<file path="config.mk">
export PLATFORM = sky130hd
export DESIGN_NAME = bank_req_fifo
export DESIGN_NICKNAME = d
export VERILOG_FILES = /design/src/rtl/bank_req_fifo.sv
export SDC_FILE = /design/constraint.sdc
export NUM_CORES = 1
export LEC_CHECK = 0
export BUFFER_PORTS_ARGS = -buffer_cell sky130_fd_sc_hd__buf_2
export CORE_UTILIZATION = 35
export CTS_CLUSTER_SIZE = 8
export DETAILED_ROUTE_END_ITERATION = 6
export PLACE_DENSITY_LB_ADDON = 0.12
export SLEW_MARGIN = 0
export SYNTH_ARGS = -nofsm -noshare
export SYNTH_HDL_FRONTEND = slang
export SYNTH_SLANG_ARGS = --single-unit
</file>
<file path="constraint.sdc">
create_clock -name clk -period 4.9 [get_ports clk]
set_input_delay 1.225 -clock clk [delete_from_list [all_inputs] [get_ports clk]]
set_output_delay 1.225 -clock clk [all_outputs]
set_load 0.05 [all_outputs]
</file>
<file path="src/rtl/bank_req_fifo.sv">
// Per-PE request queue toward the shared-memory bank arbiters: FWFT head with a
// one-hot bank request, occupancy thresholds and sticky error flags.
module bank_req_fifo #(
    parameter int DATA_WIDTH   = 32,
    parameter int MEM_BANK_NUM = 16,
    parameter int BANK_SEL_W   = $clog2(MEM_BANK_NUM),
    parameter int FIFO_DEPTH   = 16,
    parameter int PTR_W        = $clog2(FIFO_DEPTH),
    parameter int AFULL_THRESH = FIFO_DEPTH - 4
) (
    input  logic                    clk,
    input  logic                    rst,
    input  logic                    wr_en,
    input  logic [BANK_SEL_W-1:0]   wr_bank,
    input  logic [DATA_WIDTH-1:0]   wr_data,
    input  logic                    gnt,
    input  logic                    err_clr,
    output logic                    head_valid,
    output logic [BANK_SEL_W-1:0]   head_bank,
    output logic [DATA_WIDTH-1:0]   head_data,
    output logic [MEM_BANK_NUM-1:0] req_pea_to_bank,
    output logic [PTR_W:0]          count,
    output logic [PTR_W:0]          room_avail,
    output logic                    full,
    output logic                    empty,
    output logic                    almost_full,
    output logic                    overflow_err,
    output logic                    underflow_err,
    output logic                    bank_err
);

    localparam int ENTRY_W = BANK_SEL_W + DATA_WIDTH;
    localparam int CNT_W   = PTR_W + 1;
    localparam logic [CNT_W-1:0]    DEPTH_C    = CNT_W'(FIFO_DEPTH);
    localparam logic [CNT_W-1:0]    AFULL_C    = CNT_W'(AFULL_THRESH);
    localparam logic [BANK_SEL_W:0] BANK_LIMIT = (BANK_SEL_W + 1)'(MEM_BANK_NUM);

    logic [ENTRY_W-1:0] mem_q [FIFO_DEPTH];

    logic [PTR_W-1:0] wr_ptr_q, wr_ptr_d, rd_ptr_q, rd_ptr_d;
    logic [CNT_W-1:0] count_q, count_d, room_q, room_d;
    logic             full_q, full_d, empty_q, empty_d, afull_q, afull_d;
    logic             ovf_q, ovf_d, unf_q, unf_d, bank_err_q, bank_err_d;
    logic             bank_ok, push, pop;

    assign bank_ok = {1'b0, wr_bank} < BANK_LIMIT;
    // full blocks the push even when a pop frees a slot in the same cycle
    assign push    = wr_en && !full_q && bank_ok;
    assign pop     = gnt && !empty_q;

    always_comb begin
        wr_ptr_d = push ? wr_ptr_q + PTR_W'(1) : wr_ptr_q;
        rd_ptr_d = pop  ? rd_ptr_q + PTR_W'(1) : rd_ptr_q;
        count_d  = count_q;
        case ({push, pop})
            2'b10:   count_d = count_q + CNT_W'(1);
            2'b01:   count_d = count_q - CNT_W'(1);
            default: count_d = count_q;
        endcase
        room_d  = DEPTH_C - count_d;
        full_d  = (count_d == DEPTH_C);
        empty_d = (count_d == '0);
        afull_d = (count_d >= AFULL_C);
        // a new error wins over a simultaneous clear
        ovf_d      = (ovf_q      && !err_clr) || (wr_en && full_q);
        unf_d      = (unf_q      && !err_clr) || (gnt && empty_q);
        bank_err_d = (bank_err_q && !err_clr) || (wr_en && !bank_ok);
    end

    always_ff @(posedge clk) begin
        if (rst) begin
            wr_ptr_q   <= '0;
            rd_ptr_q   <= '0;
            count_q    <= '0;
            room_q     <= DEPTH_C;
            full_q     <= 1'b0;
            empty_q    <= 1'b1;
            afull_q    <= 1'b0;
            ovf_q      <= 1'b0;
            unf_q      <= 1'b0;
            bank_err_q <= 1'b0;
        end else begin
            wr_ptr_q   <= wr_ptr_d;
            rd_ptr_q   <= rd_ptr_d;
            count_q    <= count_d;
            room_q     <= room_d;
            full_q     <= full_d;
            empty_q    <= empty_d;
            afull_q    <= afull_d;
            ovf_q      <= ovf_d;
            unf_q      <= unf_d;
            bank_err_q <= bank_err_d;
        end
    end

    always_ff @(posedge clk) begin
        if (push) mem_q[wr_ptr_q] <= {wr_bank, wr_data};
    end

    assign {head_bank, head_data} = mem_q[rd_ptr_q];
    assign head_valid = !empty_q;

    // request comes from registered state only, never from gnt
    always_comb begin
        req_pea_to_bank = '0;
        for (int i = 0; i < MEM_BANK_NUM; i++) begin
            req_pea_to_bank[i] = !empty_q && (head_bank == BANK_SEL_W'(i));
        end
    end

    assign count         = count_q;
    assign room_avail    = room_q;
    assign full          = full_q;
    assign empty         = empty_q;
    assign almost_full   = afull_q;
    assign overflow_err  = ovf_q;
    assign underflow_err = unf_q;
    assign bank_err      = bank_err_q;

endmodule

</file>
Word-level counts from Yosys, hierarchy flattened. Memory sizes are Yosys's and may differ from the RTL's. A register that Yosys moved wholly into a read port is not among the register bits. Cells that the tools add are included.

Register bits after elaboration: 24. Latch bits: 0. Bits in writable memories: 576. Bits in read-only memories: 0. Input port bits: 41. Output and inout port bits: 69. Logic and storage cells: 70. Memories kept: 1.

Memories: mem_q (words 16, bits a word 36, rd ports 1, clocked after memory_dff 1, write ports 1, line 38) `logic [ENTRY_W-1:0] mem_q [FIFO_DEPTH];`.

Add/sub/neg operators: 5. Multipliers: 0. Divide/modulo/power cells: 0. Magnitude comparators: 1. Equality and inequality tests: 18. Shift operators: 0. Mux-type cells: 5. Bitwise logic cells: 0. Reductions and logical operators: 30.

Operator list (number): == test 4 bit (second input constant) (8); logical AND 1 bit (23); == test 4 x 3 -> 1 bit (second input constant) (4); case mux 5 bit (2 select lines) (1); adder 4 x 1 -> 4 bit (second input constant) (2); == test 4 x 2 -> 1 bit (second input constant) (2); 2-to-1 mux 4 bit (2); adder 5 x 1 -> 5 bit (second input constant) (1); == test 5 bit (second input constant) (1); greater-or-equal comparator 5 x 4 -> 1 bit (second input constant) (1); zero test 5 bit (1); subtractor 5 x 1 -> 5 bit (second input constant) (1); subtractor 5 bit (first input constant) (1); == test 4 x 1 -> 1 bit (second input constant) (1); zero test 4 bit (1); zero test 1 bit (3); == test 2 x 1 -> 1 bit (second input constant) (1); == test 2 bit (second input constant) (1); logical OR 1 bit (2); 2-to-1 mux 1 bit (2).

Longest topological paths before layout.
Depth after elaboration: 5. Gate-level depth with buffers: 13. Gate-level depth less buffers: 12.

Worst setup path after synthesis. Ideal clock, no wire load.

Kind: input to register. Start point: in wr_en. End point: mem mem_q[3][0] in the netlist's numbering (enable). Library setup time: 0.474 ns. Arrival: 4.142 ns. Data required time: 4.426 ns. Setup slack: 0.284 ns. Stages on the path: 4. Buffers on the path: 1. Cells stage by stage: nor2b_1 -> buf_2 -> nand2_1 -> nor3_1.

Cells in the longest elaborated chain, start to end: 3.

Ends and longest elaborated chain: from (decl) (line 13) `input logic wr_en,`; logical AND 1 bit (line 48) `assign push = wr_en && !full_q && bank_ok;`; 2-to-1 mux 1 bit (line 97) `if (push) mem_q[wr_ptr_q] <= {wr_bank, wr_data};`; 2-to-1 mux 1 bit (implied by the code) (line 97); to (decl) (line 38).

Every way passes these cells.

==> metrics.cfg <==
[power_and_ir_drop]
swShare_pct = 25.89
p_seq_share_pct = 44.8
p_clk_share_pct = 39.3
p_switching_mw = 3.429
leakage_nw = 8.523
ir_drop_mv = 0.3125
comb_power_share_pct = 15.9
power_density_nw_per_um2 = 485.6
intPower_mw = 9.816

[sta]
drv_slew = 0
period_needed_ns = 4.403
rsz0062_at_grt = no
holdWs_ns = 0.4687
fin_crit_sh_pct = 89.85
timing.slew.headroom_pct = 45.12
skew_ns = 0.01649
worst_slew_pin_slew_ns = 0.8188
setup_violations = 0
tns_ns = 0
hold_viol_final = 0
fmax_mhz = 227.1
layout_setup_ws_ns = 0.4973

[cts]
clk_path_buf_depth = 3
cts.repair.resized = 0
clk_pin_slew_ns = 0.05
numCtsBuffers = 85
postCtsSetupBuffers = 0
cts-htree-levels = 3
clock-sinks = 603
cts_tree = done
cts_hold_buf = 0
worstSkewPairLatency_ns = 0.60
root_buffer = clkbuf_16

[global_route]
use_met3_pct = 2.641
grt_overflow_total = 0
grt_pass1_wl_mm = 78.45
grt_max_degree = 69
grt_pass1_vias = 11440
antenna_found_initial = 3
met1_usage_pct = 22.40
grt-busiest-layer = met2
use_met2_pct = 26.47
track_usage_pct = 16.29

[synthesis]
syn_nets = 1037
synth_edf_count = 576
synth_area_um2 = 23000
ys.flop_type = edfxtp_1
synth.area.mux_share_pct = 17.71
synthDistinctLibCells = 40
ys_seq_elements = 603
synth-async-reset-ratio_pct = 0
synth_cells = 986
synth-simple-area-share_pct = 1.866
synth_top_family_by_area = multiplexers
synthXorXnorAreaFrac_pct = 0.4569
synth-compound-area-share_pct = 0.7235
avgSynthCellArea_um2 = 23.33
yosys_warnings = 0
synth_fa_ha_area_share_pct = 0.5440
ys_seq_area_share_pct = 77.55

[detailed_routing]
dr.pass1.iters = 5
ant_nets = 0
wl_per_cell_um = 25.93
drc = 0
via_per_inst = 5.167
finalWirelength_mm = 53.01
via_count = 10560
drt_iter0_markers = 812

[layout]
nets = 1213
final_area_um2 = 27280
areaGrowthSynthToFinish_pct = 18.59
final_cell_mix = 576 x edfxtp_1, 179 x mux4_2, 109 x buf_2, 87 x clkbuf_16, 36 x nor2_1
drive_above_1_share_pct = 36.53
final_common_cell = edfxtp_1
instances_no_fill = 2044

[worst_hold_path]
hold_depth = 1
worstHoldEndpoint = bank_err
hp-start = bank_err
min_path_type = flip-flop to flip-flop

[place]
post_dp_cell_area_um2 = 24960
dp.cells = 1930
pre_cts_ws_ns = 1.027
gp_congestion = 0.7191
dp_hpwl_mm = 27.80
port_buffers = 109

[die]
dieHeight_um = 258.4
num_rows = 93
die_x_um = 258.4
core_um2 = 64700
boundaryPins = 110
initial_core_util_pct = 35.55
die_area_um2 = 66740

[setup_path]
r2r-start = empty
critPathLaunchType = flip-flop
r2r_cells = 13
critical_path_class = flip-flop to output pin
cp.required_ns = 3.67
ff2ff_setup_slack_ns = 2.00
worstPathArrival_ns = 3.18
cp_max_fo = 27
crit_path_end_kind = output pin
crit-reg2reg-capture = empty

[run_status]
status = finished, final reports clean

[flow_run]
cap_violations = 0

## stage by stage
| step | total power [mW] | util [%] |
|---|---|---|
| floorplan | 7.611 | - |
| global placement | 8.174 | 38.58 |
| detailed placement | 8.182 | 38.58 |
| CTS | 13.43 | 42.16 |
| global route | 13.76 | 42.16 |
| finish | 13.25 | 42.16 |
## registers in the layout, summed over array words and instances (netlist names), named ones only
register / flops
rd_ptr_q: 4
room_avail: 4
full: 1
almost_full: 1
overflow_err: 1
underflow_err: 1
empty: 1
count: 5
wr_ptr_q: 4
mem_q: 576
bank_err: 1
## kinds of logic (layout without fill, tap and decap cells)
| kind of cell | Yosys count | count (layout) |
|---|---|---|
| multiplexers | 183 | 183 |
| buffers and inverters | 59 | 261 |
| AND/OR/NAND/NOR | 95 | 95 |
| other | 0 | 1 |
| flip-flops | 603 | 603 |
| AO/OA/AOI/OAI | 24 | 24 |
| XOR/XNOR | 12 | 12 |
| adder cells (fa/ha/maj) | 10 | 10 |
## metal layers
metal  share of wire [%]  vias to the layer above
met5               0.015                        -
met4                 2.0                        2
met3                 3.6                       68
li1                    -                     4504
met2                  49                      221
met1                  45                     5767
## layout make-up
cell class	instances	area, µm²
Fill cell	5644	37420
Inverter	8	30.03
Sequential cell	603	17850
Multi-Input combinational cell	324	5009
Antenna cell	1	2.502
Clock buffer	108	2256
Timing Repair Buffer	140	1003
Tap cell	855	1070
Clock inverter	5	57.56
## worst max-delay path by stage
stage                     startpoint                   to  slack [ns]  cells past startpoint
final                      flip-flop   req_pea_to_bank[0]        0.50                      5
after global routing       flip-flop  req_pea_to_bank[12]        0.26                      6
after CTS                  flip-flop  req_pea_to_bank[10]        0.38                      6
after detailed placement   flip-flop  req_pea_to_bank[10]        1.03                      6
after global placement     flip-flop   req_pea_to_bank[0]        1.05                      6
after floorplan                wr_en          mem_q[3][0]        0.28                      4
## cells in the mapped netlist, types with 4 or more instances
master | n | area share [%]
edfxtp_1 | 576 | 75
mux4_2 | 179 | 18
nor2_1 | 48 | 0.78
clkbuf_1 | 29 | 0.47
dfxtp_1 | 27 | 2.4
buf_2 | 17 | 0.37
nand2_1 | 15 | 0.24
ha_1 | 10 | 0.54
nand2b_1 | 9 | 0.24
a21oi_1 | 7 | 0.15
inv_1 | 7 | 0.11
nor3_1 | 7 | 0.15
xnor2_1 | 7 | 0.27
a22oi_1 | 6 | 0.20
xor2_1 | 5 | 0.19
nor2b_1 | 4 | 0.11
## power by group through the flow
stage / Clock (mW) / Combinational (mW) / Sequential, mW
floorplan: 0 / 1.52 / 6.09
global placement: 0 / 2.15 / 6.03
detailed placement: 0 / 2.15 / 6.03
CTS: 5.34 / 2.16 / 5.94
global route: 5.55 / 2.26 / 5.95
finish: 5.20 / 2.11 / 5.93
## critical path: stages, from the launching register on
cell     delay [ns]
dfxtp_4        0.74
mux4_2         0.58
mux4_2         0.56
or2_1          0.30
nor2_1         0.11
buf_2          0.27
(Power assumes the default switching activity.)
